### src/rtl/cmd_sequencer_pkg.sv
// ============================================================================
// Module      : cmd_defs (package)
// Description : Shared command-format constants and sequencer state encoding.
// Revision    : 1.0 - initial release
// ============================================================================
`default_nettype none

package cmd_defs;

    localparam int CMD_WIDTH = 5;
    localparam int HALT_BIT  = 4;

    // Opcode class in command bits 4:3
    localparam logic [1:0] CMD_LOAD  = 2'b00;
    localparam logic [1:0] CMD_STORE = 2'b01;

    typedef enum logic [1:0] {
        IDLE  = 2'd0,
        FETCH = 2'd1,
        ISSUE = 2'd2,
        DONE  = 2'd3
    } state_t;

endpackage

`default_nettype wire

### src/rtl/cmd_sequencer.sv
// ============================================================================
// Module      : cmd_sequencer
// Description : Walks a command program in async-read instruction memory and
//               hands commands one at a time to the decoder.
// Revision    : 1.0 - initial release
// ============================================================================
`default_nettype none

module cmd_sequencer #(
    parameter int CMD_WIDTH  = cmd_defs::CMD_WIDTH,
    parameter int ADDR_WIDTH = 6
) (
    input  logic                  clk,
    input  logic                  reset,
    input  logic                  start,
    input  logic [ADDR_WIDTH-1:0] base_addr,
    input  logic [ADDR_WIDTH:0]   length,
    output logic [ADDR_WIDTH-1:0] imem_addr,
    input  logic [CMD_WIDTH-1:0]  imem_data,
    input  logic                  stall,
    output logic [CMD_WIDTH-1:0]  command,
    output logic                  cmd_valid,
    output logic                  busy,
    output logic                  done,
    output logic                  halted,
    output logic [ADDR_WIDTH:0]   issued_count
);

    import cmd_defs::*;

    state_t                r_state;
    state_t                w_state_next;
    logic [ADDR_WIDTH-1:0] r_pc;
    logic [ADDR_WIDTH-1:0] w_pc_next;
    logic [ADDR_WIDTH:0]   r_remaining;
    logic [ADDR_WIDTH:0]   w_remaining_next;
    logic [CMD_WIDTH-1:0]  r_command;
    logic [CMD_WIDTH-1:0]  w_command_next;
    logic [ADDR_WIDTH:0]   r_issued;
    logic [ADDR_WIDTH:0]   w_issued_next;
    logic                  r_halted;
    logic                  w_halted_next;

    always_ff @(posedge clk) begin
        if (reset) begin
            r_state     <= IDLE;
            r_pc        <= '0;
            r_remaining <= '0;
            r_command   <= '0;
            r_issued    <= '0;
            r_halted    <= 1'b0;
        end else begin
            r_state     <= w_state_next;
            r_pc        <= w_pc_next;
            r_remaining <= w_remaining_next;
            r_command   <= w_command_next;
            r_issued    <= w_issued_next;
            r_halted    <= w_halted_next;
        end
    end

    always_comb begin
        w_state_next     = r_state;
        w_pc_next        = r_pc;
        w_remaining_next = r_remaining;
        w_command_next   = r_command;
        w_issued_next    = r_issued;
        w_halted_next    = r_halted;

        case (r_state)
            IDLE: begin
                if (start) begin
                    w_issued_next = '0;
                    w_halted_next = 1'b0;
                    if (length != '0) begin
                        w_pc_next        = base_addr;
                        w_remaining_next = length;
                        w_state_next     = FETCH;
                    end else begin
                        w_state_next = DONE;
                    end
                end
            end
            FETCH: begin
                // A halt word ends the run without ever being presented downstream
                if (imem_data[HALT_BIT]) begin
                    w_halted_next = 1'b1;
                    w_state_next  = DONE;
                end else begin
                    w_command_next   = imem_data;
                    w_pc_next        = r_pc + 1'b1;
                    w_remaining_next = r_remaining - 1'b1;
                    w_state_next     = ISSUE;
                end
            end
            ISSUE: begin
                if (!stall) begin
                    w_issued_next = r_issued + 1'b1;
                    w_state_next  = (r_remaining == '0) ? DONE : FETCH;
                end
            end
            DONE: begin
                w_state_next = IDLE;
            end
            default: begin
                w_state_next = IDLE;
            end
        endcase
    end

    assign imem_addr    = r_pc;
    assign command      = r_command;
    assign cmd_valid    = (r_state == ISSUE);
    assign busy         = (r_state != IDLE);
    assign done         = (r_state == DONE);
    assign halted       = r_halted;
    assign issued_count = r_issued;

endmodule

`default_nettype wire

### config.mk
export PLATFORM = sky130hd
export DESIGN_NAME = cmd_sequencer
export DESIGN_NICKNAME = d
export VERILOG_FILES = /design/src/rtl/cmd_sequencer_pkg.sv /design/src/rtl/cmd_sequencer.sv
export SDC_FILE = /design/constraint.sdc
export NUM_CORES = 1
export LEC_CHECK = 0
export CORE_UTILIZATION = 30
export DETAILED_ROUTE_END_ITERATION = 7
export GPL_TIMING_DRIVEN = 0
export SETUP_SLACK_MARGIN = 0.05
export SYNTH_ARGS = -nofsm -noshare
export SYNTH_HDL_FRONTEND = slang
export SYNTH_SLANG_ARGS = --single-unit
export TNS_END_PERCENT = 1
### constraint.sdc
create_clock -name clk -period 1.8 [get_ports clk]
set_input_delay 0.36 -clock clk [delete_from_list [all_inputs] [get_ports clk]]
set_output_delay 0.36 -clock clk [all_outputs]
set_load 0.02 [all_outputs]
======== Yosys cells after proc, flatten, opt, wreduce, memory -nomap -nowiden ========
Index checks and enable logic that the tools add are counted.
word-level totals
  register bits ........................... 27
  output and inout bits ................... 22
cells by class
  bitwise operators ....................... 1
  $add $sub $neg .......................... 3
  reduce and logical (&&, ||, !) cells .... 11
  mux-type cells .......................... 20
  equal/unequal tests ..................... 8
operator list
  operator               number
  $mux W7                5
  $pmux W7 S2            2
  $mux W6                3
  $pmux W6 S2            1
  $ne A2 B2 Y1 const B   5
  $mux W2                4
  $pmux W2 S4            1
  $add A7 B1 Y7 const B  1
  $logic_not A7 Y1       1
  $reduce_bool A7 Y1     1
  $sub A7 B1 Y7 const B  1
  $add A6 B1 Y6 const B  1
  $reduce_and A3 Y1      2
  $reduce_bool A2 Y1     3
  $eq A2 B2 Y1 const B   2
  $reduce_and A2 Y1      2
  $reduce_and A4 Y1      1
  $mux W1                3
  $eq A2 B1 Y1 const B   1
  $logic_not A2 Y1       1
  $pmux W1 S2            1
  $not A1 Y1             1

======== Depth between registers and ports, before layout ========
  depth after elaboration ................. 4
  gate-level depth with buffers ........... 6
  depth with buffers taken out ............ 6

======== Least setup slack after synthesis ========
OpenSTA, ideal clock, no wires.
  kind .................................... reg2reg
  from .................................... reg r_issued[0] (netlist: issued_count[0])
  to ...................................... reg r_issued[6] (netlist: issued_count[6])
  path slack .............................. 0.201 ns
  buffers on the path ..................... 0
  setup time .............................. 0.116 ns
  cell stages (with the launch flop) ...... 6
  arrival time ............................ 1.483 ns
  cell sequence ........................... dfxtp_1 > ha_1 > nand2_1 > a2111oi_4 > a311oi_1 > a41o_1
on the way
  cells in the longest elaborated chain, start to end .. 3
RTL lines
  element                 RTL line             RTL
  from (decl)             cmd_sequencer.sv:39  logic [ADDR_WIDTH:0] r_issued;
  from (signal assigned)  cmd_sequencer.sv:57  r_issued <= w_issued_next;
  $add A7 B1 Y7           cmd_sequencer.sv:98  w_issued_next = r_issued + 1'b1;
  $mux W7                 cmd_sequencer.sv:97  if (!stall) begin
  $pmux W7 S2             cmd_sequencer.sv:70  case (r_state)
Every way passes these cells. The select of a mux whose other input is x is not followed.
A chain may end at the register's enable or synchronous reset.

======== Worst setup path after layout ========
  from .................................... in length[0]
  to ...................................... reg r_remaining[0]
on the way
  cells in the longest elaborated chain, start to end .. 3
RTL lines
  element                                                            RTL line             RTL
  from (decl)                                                        cmd_sequencer.sv:17  input logic [ADDR_WIDTH:0] length,
  $reduce_bool A7 Y1 or $mux W7 (tied branches)                      cmd_sequencer.sv:75  if (length != '0) begin
  $ne A2 B2 Y1 (no source line) or $mux W7 (tied branches)           n/a
  $reduce_and A4 Y1 (no source line) or $pmux W7 S2 (tied branches)  n/a
  to (signal assigned)                                               cmd_sequencer.sv:55  r_remaining <= w_remaining_next;
  to (decl)                                                          cmd_sequencer.sv:35  logic [ADDR_WIDTH:0] r_remaining;
Several ways; a longest one is shown, not always the timed one. The select of a mux whose other input is x is not followed.

==> results.yml <==
final_layout:
  layout_commonest_cell: "clkdlybuf4s50_1"
  final_cell_mix: "clkdlybuf4s50_1, dfxtp_1, a21oi_1"
  diodes: 0
  area_growth_pct: 36.5
  seqCellArea_um2: 542
  fillCellCount: 528
  drive_gt1_share_pct: 12.8
  fin_util_pct: 43.7
  final_cells: 294
  multi_input_area_um2: 925
  num-nets-final: 254
critical_path:
  cp.required_ns: 1.98
  r2r-end: "r_remaining[6]"
  r2r_cells: 6
  crit_type: "in -> reg"
  crit_fanout: 10
  arrival_ns: 1.93
  reg2reg_from: "r_remaining[1]"
  crit_path_start_kind: "input pin"
  reg2reg_slack_ns: 0.15
  critPathCaptureType: "flop"
place:
  pre_cts_ws_ns: -0.266
  dp.cells: 290
  place.gp.congestion: 0.789
  port_buffers: 42
  dp_hpwl_mm: 3.01
logic_synthesis:
  synth_flop_cell: "dfxtp_1"
  synth_simple_gate_area_share_pct: 21.2
  synth.area.top_cells: "dfxtp_1, a21oi_1, nand2_1"
  synth_xor_area_share_pct: 1.68
  synth_top_area_cell: "dfxtp_1"
  synth_top_family_by_area: "compound AO/OA/AOI/OAI gates"
  synth-compound-area-share_pct: 32.0
  seq_area_frac_synth_pct: 34.6
  syn_nets: 207
  synth_top_area_share_pct: 34.6
  muxShareOfSynthArea_pct: 0
  synth.avg_cell_area_um2: 8.63
  synthAdderAreaFrac_pct: 3.21
  synthCells: 181
  netlist-cell-type-count: 46
  synth_enable_flop_cells: 0
  async_flop_share_pct: 0
  synth-seq-cells: 27
  ys_warn_count: 0
  syn-cell-area_um2: 1560
floorplanning:
  die_y_um: 74.1
  die-area_um2: 5500
  die_width_um: 74.1
  row_count: 25
  initial_core_util_pct: 32.0
  pin_count: 44
  core_um2: 4880
min_path:
  min_path_cells: 2
  hp-start: "command[3]"
  holdCritPathClass: "reg -> reg"
  holdPathEnd: "command[3]"
sta:
  drv_slew: 0
  finalSetupViolCount: 0
  fin_setup_tns_ns: 0
  worst_slack_ns: 0.0472
  whs_ns: 0.480
  rsz0062_at_grt: "yes"
  fmax_mhz: 571
  maxSlewHeadroom_pct: 65.2
  hold_viol: 0
  worst_slew_pin_slew_ns: 0.517
  fin_skew_ns: 0.00275
  period_needed_ns: 1.75
  finalCritPeriodShare_pct: 97.4
cts:
  numCtsBuffers: 3
  cts_tree: "done"
  postCtsSetupRepairBufs: 0
  clk_path_buf_depth: 2
  cts_max_level: 1
  cts_hold_buffers: 0
  cts_sinks: 27
  path_clk_slew_ns: 0.10
  insertion_delay_ns: 0.27
  root_buffer: "clkbuf_8"
global_routing:
  grt_max_degree: 16
  antenna_found_initial: 0
  grt_pass1_vias: 1444
  gr-total-overflow: 0
  grt_pass1_wl_mm: 6.77
  grt_use_total_pct: 15.8
run:
  maxCapViolCount: 0
pwr:
  p_per_area_nw_per_um2: 714
  leakagePower_nw: 0.788
  ir_worst_vdd_v: 0.000303
route:
  wire_per_inst_um: 14.3
  drt-total-wl_mm: 4.21
  viasPerCell: 5.13
  drtPass1Iterations: 4
  drcViolationCount: 0
  initialDrtViolationCount: 61
  ant_nets: 0
  vias: 1507
run_status:
  status: "finished clean"
==> sequential cells by signal, indices dropped and copies added (netlist names) <==
register / count
command: 4
r_remaining: 7
halted: 1
issued_count: 7
imem_addr: 6
r_state: 2
==> Yosys cell counts, drive strengths merged, types with 4 or more instances <==
| cell | instances |
|---|---|
| dfxtp | 27 |
| a21oi | 19 |
| nand2 | 16 |
| nor2 | 15 |
| inv | 10 |
| buf | 9 |
| nand2b | 6 |
| nor3 | 6 |
| o311ai | 6 |
| o31ai | 6 |
| o21ai | 5 |
| a211oi | 4 |
| a311oi | 4 |
| ha | 4 |
| nor4 | 4 |
| o32ai | 4 |
==> through the flow <==
stage | area (um2) | total power [W]
floorplan | 1560 | 0.000995
global placement | 2070 | 0.00118
detailed placement | 2070 | 0.00118
CTS | 2120 | 0.00153
global route | 2130 | 0.00161
finish | 2130 | 0.00152
==> cells by family after synthesis <==
kind of cell    Yosys count
buf+inv                  21
flops                    27
simple gates             61
fa+ha+maj                 4
compound gates           64
xor+xnor                  3
other cells               1
==> worst max-delay path: stages <==
cell	delay [ns]
clkdlybuf4s50_1	0.49
nor4_2	0.31
and3_1	0.23
buf_4	0.18
nor2_1	0.09
a221oi_1	0.27
==> power by group <==
group	internal [W]	total, W	leakage [nW]	switching [W]
logic	0.000214	0.000474	0.541	0.000260
clock network	0.000155	0.000351	0.0255	0.000195
registers	0.000644	0.000696	0.221	0.0000515
==> how the worst max path moves through the flow <==
| stage | depth (start not counted) | slack [ns] | from | endpoint |
|---|---|---|---|---|
| 6_report | 6 | 0.05 | length[0] | r_remaining[0] |
| 5_1_grt | 6 | 0.005 | length[0] | r_remaining[0] |
| 4_1_cts | 6 | 0.06 | r_remaining[0] | r_remaining[6] |
| 3_5_place_dp | 6 | -0.27 | length[0] | r_remaining[0] |
| 3_3_place_gp | 6 | -0.29 | length[0] | r_remaining[0] |
| 2_1_floorplan | 5 | 0.20 | issued_count[0] | issued_count[6] |
==> layout make-up <==
cell class / instances / area share [%]
Buffer: 11 / 3.46
Clock buffer: 3 / 1.94
Clock inverter: 1 / 0.235
Inverter: 10 / 1.76
Multi-Input combinational cell: 133 / 43.4
Sequential cell: 27 / 25.4
Tap cell: 67 / 3.93
Timing Repair Buffer: 42 / 19.8
==> per-layer routing <==
| layer | share of wire (%) | wire length (um) | GRT usage, % | up-vias |
|---|---|---|---|---|
| met5 | 0 | 0 | 0 | - |
| met4 | 0.64 | 27 | 4.27 | 0 |
| met3 | 6.4 | 271 | 3.52 | 4 |
| met2 | 45 | 1910 | 26.3 | 47 |
| met1 | 48 | 2000 | 20.6 | 686 |
| li1 | - | - | - | 770 |
==> what timing repair did <==
action | CTS | global route
pin swaps | 3 | 0
resized for setup | 8 | 5
endpoints found under the setup margin | 7 | 18
No activity file was read; power rests on OpenSTA's default activity.
==> variant, RTL diff (config.mk and constraints unchanged) <==
Change the package constant `CMD_WIDTH` from 5 to 10.
--- a/src/rtl/cmd_sequencer_pkg.sv
+++ b/src/rtl/cmd_sequencer_pkg.sv
@@ -7,7 +7,7 @@
 
 package cmd_defs;
 
-    localparam int CMD_WIDTH = 5;
+    localparam int CMD_WIDTH = 10;
     localparam int HALT_BIT  = 4;
 
     // Opcode class in command bits 4:3
Interface: changed (resized command and imem_data); port bits go from 44 to 54. The function was not compared with the original's and may differ.
==> variant against the original RTL <==
  * Cell area rose by 19%
  * Wire length rose by 16%
  * Synthesized area rose by 14%
  * Combinational power rose by 18%
  * Sequential share of layout area fell by 0.24 points
  * Power rose by 40%
  * Hold slack got worse by 0.0093 ns
  * Sequential cell count rose by 5
  * Final cell count rose by 15%
  * Worst setup slack improved by 0.047 ns
  * Maximum frequency rose by 2.7%
  * Synthesized cell count rose by 15%
  * Critical path depth fell by 5
==> variant: results (changes against the original RTL) <==
GR Layer Usage met2 -> 27.6% (+1.3 points)
TritonCTS buffer count -> 5 (+2)
Synth top area cells -> dfxtp_1, a21oi_1, nand2_1
Vias/cell -> 5.19 (+1.3%)
Post-synthesis adder-cell area fraction -> 2.82% (-0.39 points)
WL/cell -> 14.4 um (+0.74%)
Arr. time, crit path -> 1.35 ns (-0.58 ns)
DRT iter0 DRCs -> 72 (+18%)
Mux contribution to synthesized area -> 0.564% (+0.56 points)
Met1 usage -> 20.7% (+0.046 points)
Clock transition at the registers of the reported paths -> 0.07 ns (-0.03 ns)
CP max FO -> 6 (-4)
# fillers -> 604 (+14%)
Slew HR -> 65.4% (+0.15 points)
RR Startpoint -> r_state[0]$_SDFFE_PP0P_
Post-synth net total -> 239 (+15%)
CTS H-tree depth -> 2 (+1)
Vias in the first global route -> 1698 (+18%)
Synth Area in Compound Gates -> 31.5% (-0.47 points)
Share of cells above drive strength 1 -> 12.0% (-0.79 points)
Final net count -> 297 (+17%)
Register-to-register setup slack -> 0.25 ns (+0.10 ns)
Leakage -> 0.914 nW (+16%)
DP HPWL -> 3470 um (+15%)
Min-Delay Endpoint -> halted$_SDFFE_PP0P_
Status -> completed
Met3 Use GR -> 4.02% (+0.50 points)
[variant: power by group through the flow]
stage	Sequential, mW	Clock (mW)	Combinational, mW
after floorplan	0.844	0	0.314
after global placement	0.822	0	0.546
after detailed placement	0.822	0	0.550
after CTS	0.807	0.783	0.549
after global routing	0.816	0.796	0.613
final	0.809	0.764	0.558
[variant: per-layer routing]
layer	share of wire, %	vias to the layer above	routed length, um
met2	47	46	2290
met4	0.84	0	41
met3	5.5	2	267
li1	-	879	-
met5	0	-	0
met1	47	834	2290
[variant: final cells by class]
class / instances / area, um^2 / area share, %
Clock inverter: 1 / 30.0 / 1.18
Tap cell: 72 / 90.1 / 3.54
Timing Repair Buffer: 51 / 515 / 20.3
Multi-Input combinational cell: 153 / 1040 / 41.0
Clock buffer: 7 / 96.3 / 3.79
Sequential cell: 32 / 641 / 25.2
Inverter: 9 / 33.8 / 1.33
Buffer: 14 / 93.8 / 3.69
[variant: kinds of logic (layout without fill, tap and decap cells)]
logic type	count (synthesis)	after routing
AO/OA/AOI/OAI	73	73
AND/OR/NAND/NOR	71	71
flip-flops	32	32
buffers and inverters	23	82
adder cells (fa/ha/maj)	4	4
XOR/XNOR	3	3
other	1	1
multiplexers	1	1
[variant: worst max path at each step]
stage	end	start	depth (start not counted)
5_1_grt	r_remaining[1]$_SDFFE_PP0P_	length[5]	5
4_1_cts	busy	r_state[0]$_SDFFE_PP0P_	4
6_report	issued_count[4]	issued_count[4]$_SDFFE_PP0P_	1
3_3_place_gp	imem_addr[0]$_SDFFE_PP0P_	length[1]	6
2_1_floorplan	issued_count[6]$_SDFFE_PP0P_	issued_count[0]$_SDFFE_PP0P_	5
3_5_place_dp	issued_count[6]$_SDFFE_PP0P_	start	5
[variant: per-stage QoR]
stage | instance area, um^2 | setup WS [ns] | utilization, % | cells | power [mW]
3_3_place_gp | 2380 | -0.214 | 42.4 | 331 | 1.37
6_report | 2540 | 0.0938 | 45.4 | 339 | 2.13
4_1_cts | 2500 | 0.0528 | 44.6 | 339 | 2.14
3_5_place_dp | 2380 | -0.201 | 42.4 | 331 | 1.37
5_1_grt | 2540 | 0.0180 | 45.4 | 339 | 2.22
2_1_floorplan | 1780 | 0.201 | - | 208 | 1.16
[variant: repair_timing]
action | in CTS | in global routing
resized for setup | 4 | 11
endpoints found under the setup margin | 3 | 19
pin swaps | 0 | 1
